## src/rtl/lwc_pkg.sv

```systemverilog
// Shared definitions for the line window cache.
//
// Contents:
//   lwc_state_t   - frame sequencing FSM states (IDLE, RUN)
//   DEF_IMG_W     - default image width in pixels
//   DEF_IMG_H     - default image height in rows
//   DEF_K         - default window size (odd, 3..7)
//   DEF_DW        - default pixel width in bits
package lwc_pkg;

    typedef enum logic {
        IDLE = 1'b0,
        RUN  = 1'b1
    } lwc_state_t;

    localparam int DEF_IMG_W = 32;
    localparam int DEF_IMG_H = 32;
    localparam int DEF_K     = 3;
    localparam int DEF_DW    = 8;

endpackage

```

## src/rtl/line_buffer.sv

```systemverilog
// One image line of delay: a DEPTH-deep shift register that advances only
// when en is high, so dout is the pixel written DEPTH enables ago.
//
// Ports:
//   clk   - clock, rising edge
//   rst   - asynchronous active-low reset, clears the storage
//   en    - shift enable (one accepted pixel)
//   din   - pixel shifted in
//   dout  - oldest stored pixel
module line_buffer #(
    parameter int DEPTH = 32,
    parameter int DW    = 8
) (
    input  logic          clk,
    input  logic          rst,
    input  logic          en,
    input  logic [DW-1:0] din,
    output logic [DW-1:0] dout
);

    logic [DEPTH-1:0][DW-1:0] mem;

    always_ff @(posedge clk or negedge rst) begin
        if (!rst) begin
            mem <= '0;
        end else if (en) begin
            mem <= {mem[DEPTH-2:0], din};
        end
    end

    assign dout = mem[DEPTH-1];

endmodule

```

## src/rtl/line_window_cache.sv

```systemverilog
// Sliding K x K pixel window over a raster-order pixel stream.
//
// K-1 chained line buffers provide the pixels directly above the incoming
// one; a K x K register array shifts one column per accepted pixel.
//
// Ports:
//   clk          - clock, rising edge
//   rst          - asynchronous active-low reset
//   frame_start  - current data_load pixel is (0,0) of a new frame
//   data_load    - data_i valid this cycle
//   data_i       - incoming pixel
//   window       - element r*K+c = pixel (row-r, col-c) from the newest pixel
//   window_valid - window covers K x K in-frame pixels
//   row_o, col_o - coordinates of the newest pixel (window[0])
//   frame_done   - one-cycle pulse after the last frame pixel is accepted
module line_window_cache
    import lwc_pkg::*;
#(
    parameter int IMG_W = DEF_IMG_W,
    parameter int IMG_H = DEF_IMG_H,
    parameter int K     = DEF_K,
    parameter int DW    = DEF_DW
) (
    input  logic                       clk,
    input  logic                       rst,
    input  logic                       frame_start,
    input  logic                       data_load,
    input  logic [DW-1:0]              data_i,
    output logic [K*K-1:0][DW-1:0]     window,
    output logic                       window_valid,
    output logic [$clog2(IMG_H)-1:0]   row_o,
    output logic [$clog2(IMG_W)-1:0]   col_o,
    output logic                       frame_done
);

    localparam int RW = $clog2(IMG_H);
    localparam int CW = $clog2(IMG_W);

    localparam logic [RW-1:0] ROW_LAST = RW'(IMG_H - 1);
    localparam logic [CW-1:0] COL_LAST = CW'(IMG_W - 1);
    localparam logic [RW-1:0] ROW_MIN  = RW'(K - 1);
    localparam logic [CW-1:0] COL_MIN  = CW'(K - 1);

    lwc_state_t state, state_nxt;

    logic                  accept;
    logic                  last_px;
    logic [RW-1:0]         row_nxt;
    logic [CW-1:0]         col_nxt;
    logic [K-2:0][DW-1:0]  lb_out;
    logic [K-1:0][DW-1:0]  row_src;

    // In IDLE only a frame_start pixel is taken; in RUN every load is.
    assign accept = data_load && (frame_start || (state == RUN));

    // Coordinates the pixel being offered would take if accepted.
    always_comb begin
        row_nxt = row_o;
        col_nxt = col_o;
        if (frame_start) begin
            row_nxt = '0;
            col_nxt = '0;
        end else if (col_o == COL_LAST) begin
            row_nxt = row_o + RW'(1);
            col_nxt = '0;
        end else begin
            col_nxt = col_o + CW'(1);
        end
    end

    // A frame_start on the final pixel turns it into the next frame's (0,0).
    assign last_px = !frame_start && (row_nxt == ROW_LAST) && (col_nxt == COL_LAST);

    always_comb begin
        state_nxt = state;
        case (state)
            IDLE:    if (data_load && frame_start) state_nxt = RUN;
            RUN:     if (data_load && last_px)     state_nxt = IDLE;
            default: state_nxt = IDLE;
        endcase
    end

    always_ff @(posedge clk or negedge rst) begin
        if (!rst) begin
            state <= IDLE;
        end else begin
            state <= state_nxt;
        end
    end

    // Line buffer chain: buffer j delays buffer j-1 by one more image line.
    for (genvar j = 0; j < K-1; j++) begin : g_lb
        logic [DW-1:0] lb_in;
        if (j == 0) begin : g_first
            assign lb_in = data_i;
        end else begin : g_chain
            assign lb_in = lb_out[j-1];
        end
        line_buffer #(
            .DEPTH (IMG_W),
            .DW    (DW)
        ) u_lb (
            .clk  (clk),
            .rst  (rst),
            .en   (accept),
            .din  (lb_in),
            .dout (lb_out[j])
        );
    end

    assign row_src[0] = data_i;
    for (genvar r = 1; r < K; r++) begin : g_src
        assign row_src[r] = lb_out[r-1];
    end

    // Window stage: column 0 of each row takes the new column, older columns
    // move one place right.
    always_ff @(posedge clk or negedge rst) begin
        if (!rst) begin
            window <= '0;
        end else if (accept) begin
            for (int r = 0; r < K; r++) begin
                window[r*K] <= row_src[r];
                for (int c = 1; c < K; c++) begin
                    window[r*K+c] <= window[r*K+c-1];
                end
            end
        end
    end

    // Position and status registered alongside the window.
    always_ff @(posedge clk or negedge rst) begin
        if (!rst) begin
            row_o        <= '0;
            col_o        <= '0;
            window_valid <= 1'b0;
            frame_done   <= 1'b0;
        end else begin
            frame_done <= 1'b0;
            if (accept) begin
                row_o        <= row_nxt;
                col_o        <= col_nxt;
                window_valid <= (row_nxt >= ROW_MIN) && (col_nxt >= COL_MIN);
                frame_done   <= last_px;
            end
        end
    end

endmodule

```

## config.mk

```make
export PLATFORM = sky130hd
export DESIGN_NAME = line_window_cache
export DESIGN_NICKNAME = d
export VERILOG_FILES = /design/src/rtl/lwc_pkg.sv /design/src/rtl/line_buffer.sv /design/src/rtl/line_window_cache.sv
export SDC_FILE = /design/constraint.sdc
export NUM_CORES = 1
export LEC_CHECK = 0
export CAP_MARGIN = 15
export CORE_MARGIN = 2
export CORE_UTILIZATION = 50
export CTS_CLUSTER_SIZE = 40
export DETAILED_ROUTE_END_ITERATION = 7
export MAX_ROUTING_LAYER = met4
export PLACE_DENSITY_LB_ADDON = 0.25
export SETUP_SLACK_MARGIN = 0.15
export SLEW_MARGIN = 20
export SYNTH_ARGS = -nofsm -noshare
export SYNTH_HDL_FRONTEND = slang
export SYNTH_SLANG_ARGS = --single-unit
```

## constraint.sdc

```tcl
create_clock -name clk -period 2.2 [get_ports clk]
set_clock_uncertainty 0.1 [all_clocks]
set_input_delay 0.44 -clock clk [delete_from_list [all_inputs] [get_ports clk]]
set_output_delay 0.44 -clock clk [all_outputs]
set_load 0.01 [all_outputs]
```

==> results of run 1 <==
## power groups by stage
stage | Sequential [mW] | Combinational (mW) | Clock (mW)
after detailed placement | 11.4 | 1.67 | 0
after CTS | 11.3 | 1.63 | 9.59
after global routing | 11.4 | 1.86 | 10.0
after global placement | 11.4 | 1.62 | 0
final | 11.3 | 1.59 | 9.31
after floorplan | 11.3 | 1.10 | 0
## state kept, by name (all words and copies together) (netlist names)
name	flops
frame_done	1
window_valid	1
row_o	5
g_lb.u_lb.dout	16
col_o	5
window	40
state	1
g_lb.u_lb.mem	480
## cell type report
cell class | instances | area (sq um)
clock buffer | 84 | 1640
clock inverter | 18 | 189
fill | 3717 | 18200
inverter | 2 | 7.51
multi-input combinational | 1675 | 6530
sequential | 549 | 13700
tap | 546 | 683
timing repair buffer | 164 | 1830
## final timing paths
path	depth (start not counted)	startpoint	slack, ns	end
setup / recovery	1	row_o[3]	0.22	row_o[3]
hold / removal	2	rst	0.22	window[36]
setup reg to reg	6	col_o[1]	0.22	frame_done
hold reg to reg	2	g_lb[0].u_lb.mem[164]	0.36	g_lb[0].u_lb.mem[172]
max in group asynchronous	3	rst	1.00	g_lb[0].u_lb.mem[46]
min in group clk	3	data_i[2]	0.27	g_lb[0].u_lb.mem[2]
## Yosys cell counts, drive strengths merged (2+ instances only)
cell type | instances | area, sq um
xor2 | 2 | 17.5
nand4 | 3 | 18.8
dfrtp | 549 | 13700
o21ai | 6 | 33.8
clkbuf | 2 | 8.75
nand2 | 1624 | 6100
nor3 | 7 | 40.0
xnor2 | 2 | 17.5
a21oi | 4 | 20.0
a31oi | 3 | 18.8
inv | 2 | 7.51
nor2 | 3 | 11.3
nand3b | 2 | 15.0
ha | 4 | 50.1
o31ai | 2 | 15.0
buf | 171 | 1360
## placed cells by master (no fill, tap or decap), drive strengths merged, types with 3 or more instances in the layout
cell and count:
nor2 3, nand4 3, a31oi 3, inv 4, nor3 7, a21oi 4, nand2 1624, clkinv 11
dfrtp 549, clkdlybuf4s50 10, clkbuf 86, dlygate4sd2 77, bufinv 3, o21ai 6, buf 69, clkdlybuf4s15 3
ha 4
## metal layers
| metal | track usage, % | wire length [um] | vias to the layer above | share of wire (%) |
|---|---|---|---|---|
| li1 | - | - | 7281 | - |
| met3 | 4.44 | 1920 | 51 | 4.9 |
| met4 | 4.23 | 550 | 0 | 1.4 |
| met1 | 25.4 | 18400 | 6959 | 47 |
| met2 | 29.7 | 18100 | 195 | 46 |
| met5 | - | 0 | - | 0 |
## timing repair
action	4_1_cts	5_1_grt
setup endpoints to repair	84	9
pin swaps	0	1
gates resized for setup	87	16
endpoints found under the hold margin	108	0
gates cloned	0	0
hold buffers	1	0
buffers inserted	1	1
## stage by stage
step	hold slack [ns]	instance area [sq um]	power (mW)
final	0.220	24600	22.2
after CTS	0.192	24600	22.5
after detailed placement	0.251	22800	13.1
after global placement	0.250	22800	13.0
after global routing	0.221	24600	23.2
after floorplan	0.0444	21600	12.4
## cells by family (layout without fill, tap and decap cells)
| kind of cell | Yosys count | after routing | synth area share, % |
|---|---|---|---|
| buffers and inverters | 175 | 268 | 6.37 |
| and+or+nand+nor | 1645 | 1645 | 28.9 |
| DFF | 549 | 549 | 63.7 |
| muxes | 1 | 1 | 0.0464 |
| adders and majority gates | 4 | 4 | 0.232 |
| AOI/OAI and AO/OA | 21 | 21 | 0.644 |
| xor gates and xnor gates | 4 | 4 | 0.162 |
==> results.yml, run 1 <==
cells_and_area:
  fin_cells: 3038
  area.growth.synth_to_final_pct: 14.1
  layout-drive-gt1-share_pct: 6.94
  fin_nets: 2464
  final_util_pct: 57.5
  diodes: 0
floorplanning:
  die_w_um: 212
  core_area_sq_um: 42800
  ios: 96
  die_h_um: 212
  floorplan.initialDensity_pct: 50.4
  dieArea_sq_um: 44800
  num_rows: 76
detailed_routing:
  totalWireLength_um: 39000
  drc: 0
  dr.pass1.iters: 5
  vias_per_cell: 4.77
  drtIter0Drc: 1169
  num_vias: 14486
  ant_nets: 0
  post_drt_wl_per_cell_um: 12.8
logic_synthesis:
  ys_warn_count: 0
  synth_edf_count: 0
  synth_area_sq_um: 21600
  synth_ff_type: "dfrtp_1"
  synth-seq-cells: 549
  ys_types: 34
  yosysSeqAreaShare_pct: 63.7
  syn_inst: 2399
  syn_area_per_cell_sq_um: 8.99
  synthArstFlopShare_pct: 100
  syn-num-nets: 2415
worst_setup_path:
  crit_fanout: 4
  criticalPathCategory: "reg2out"
  critPathLaunchType: "register"
  crit_family: "flip-flops"
  end_kind: "output port"
  critical_path.max_stage_delay_ns: 0.43
  crit_chain: "dlygate4sd2_1"
  crit_buf_inv: 1
  slowest_stage: "dfrtp_1"
  cp.required_ns: 1.66
  critPathArrivalTime_ns: 1.44
power_and_ir_drop:
  sw_frac_of_total_pct: 23.8
  cellPowerDensity_nw_per_um2: 901
  seq_power_share_pct: 50.8
  leakage_nw: 14.2
  p_switching_mw: 5.27
  power_frac_comb_pct: 7.2
  cellInternalPower_mw: 16.9
  peakVddDrop_mv: 0.516
  power_frac_clock_pct: 42.0
sta:
  setup_ws_ns: 0.222
  tns_ns: 0
  drv_slew: 0
  tightestPinTransition_ns: 0.464
  relSlewSlack_pct: 69.1
  period_share_pct: 89.9
  finalHoldViolCount: 0
  fin_crit_ns: 1.98
  setup_viol: 0
  rsz0062_at_grt: "yes"
  clock.fmax_mhz: 506
placed_design:
  port_buffers: 95
  dp_hpwl_um: 24200
  pre_cts_ws_ns: 0.0699
  dp.cells: 2933
  routabilityCongestion: 0.772
global_route:
  gr-total-overflow: 0
  track_usage_pct: 18.9
  antenna_found_initial: 0
  grt_pass1_vias: 14235
  grt_max_degree: 88
  grt_pass1_wl_um: 68600
run_status:
  status: "complete, no violations"
cts:
  clk_latency_ns: 0.60
  path_clk_slew_ns: 0.06
  ctsHtreeMaxLevel: 2
  numCtsBuffers: 56
  clock_sinks: 549
  cts_tree: "yes"
  clock-root-buffer: "clkbuf_16"
  clockBufferDepth: 3
hold_path:
  hold_class: "in2async"
flow_run:
  drv_cap: 0
Note: power is estimated with default switching activity, not from simulation.
==> inputs of run 2 (changes only) <==
--- a/config.mk
+++ b/config.mk
@@ -10,6 +10,7 @@
 export CORE_UTILIZATION = 50
 export CTS_CLUSTER_SIZE = 40
 export DETAILED_ROUTE_END_ITERATION = 7
+export GPL_ROUTABILITY_DRIVEN = 0
 export MAX_ROUTING_LAYER = met4
 export PLACE_DENSITY_LB_ADDON = 0.25
 export SETUP_SLACK_MARGIN = 0.15
==> results of run 2 <==
No change in the layout: final DEF, timing and power equal those of run 1.
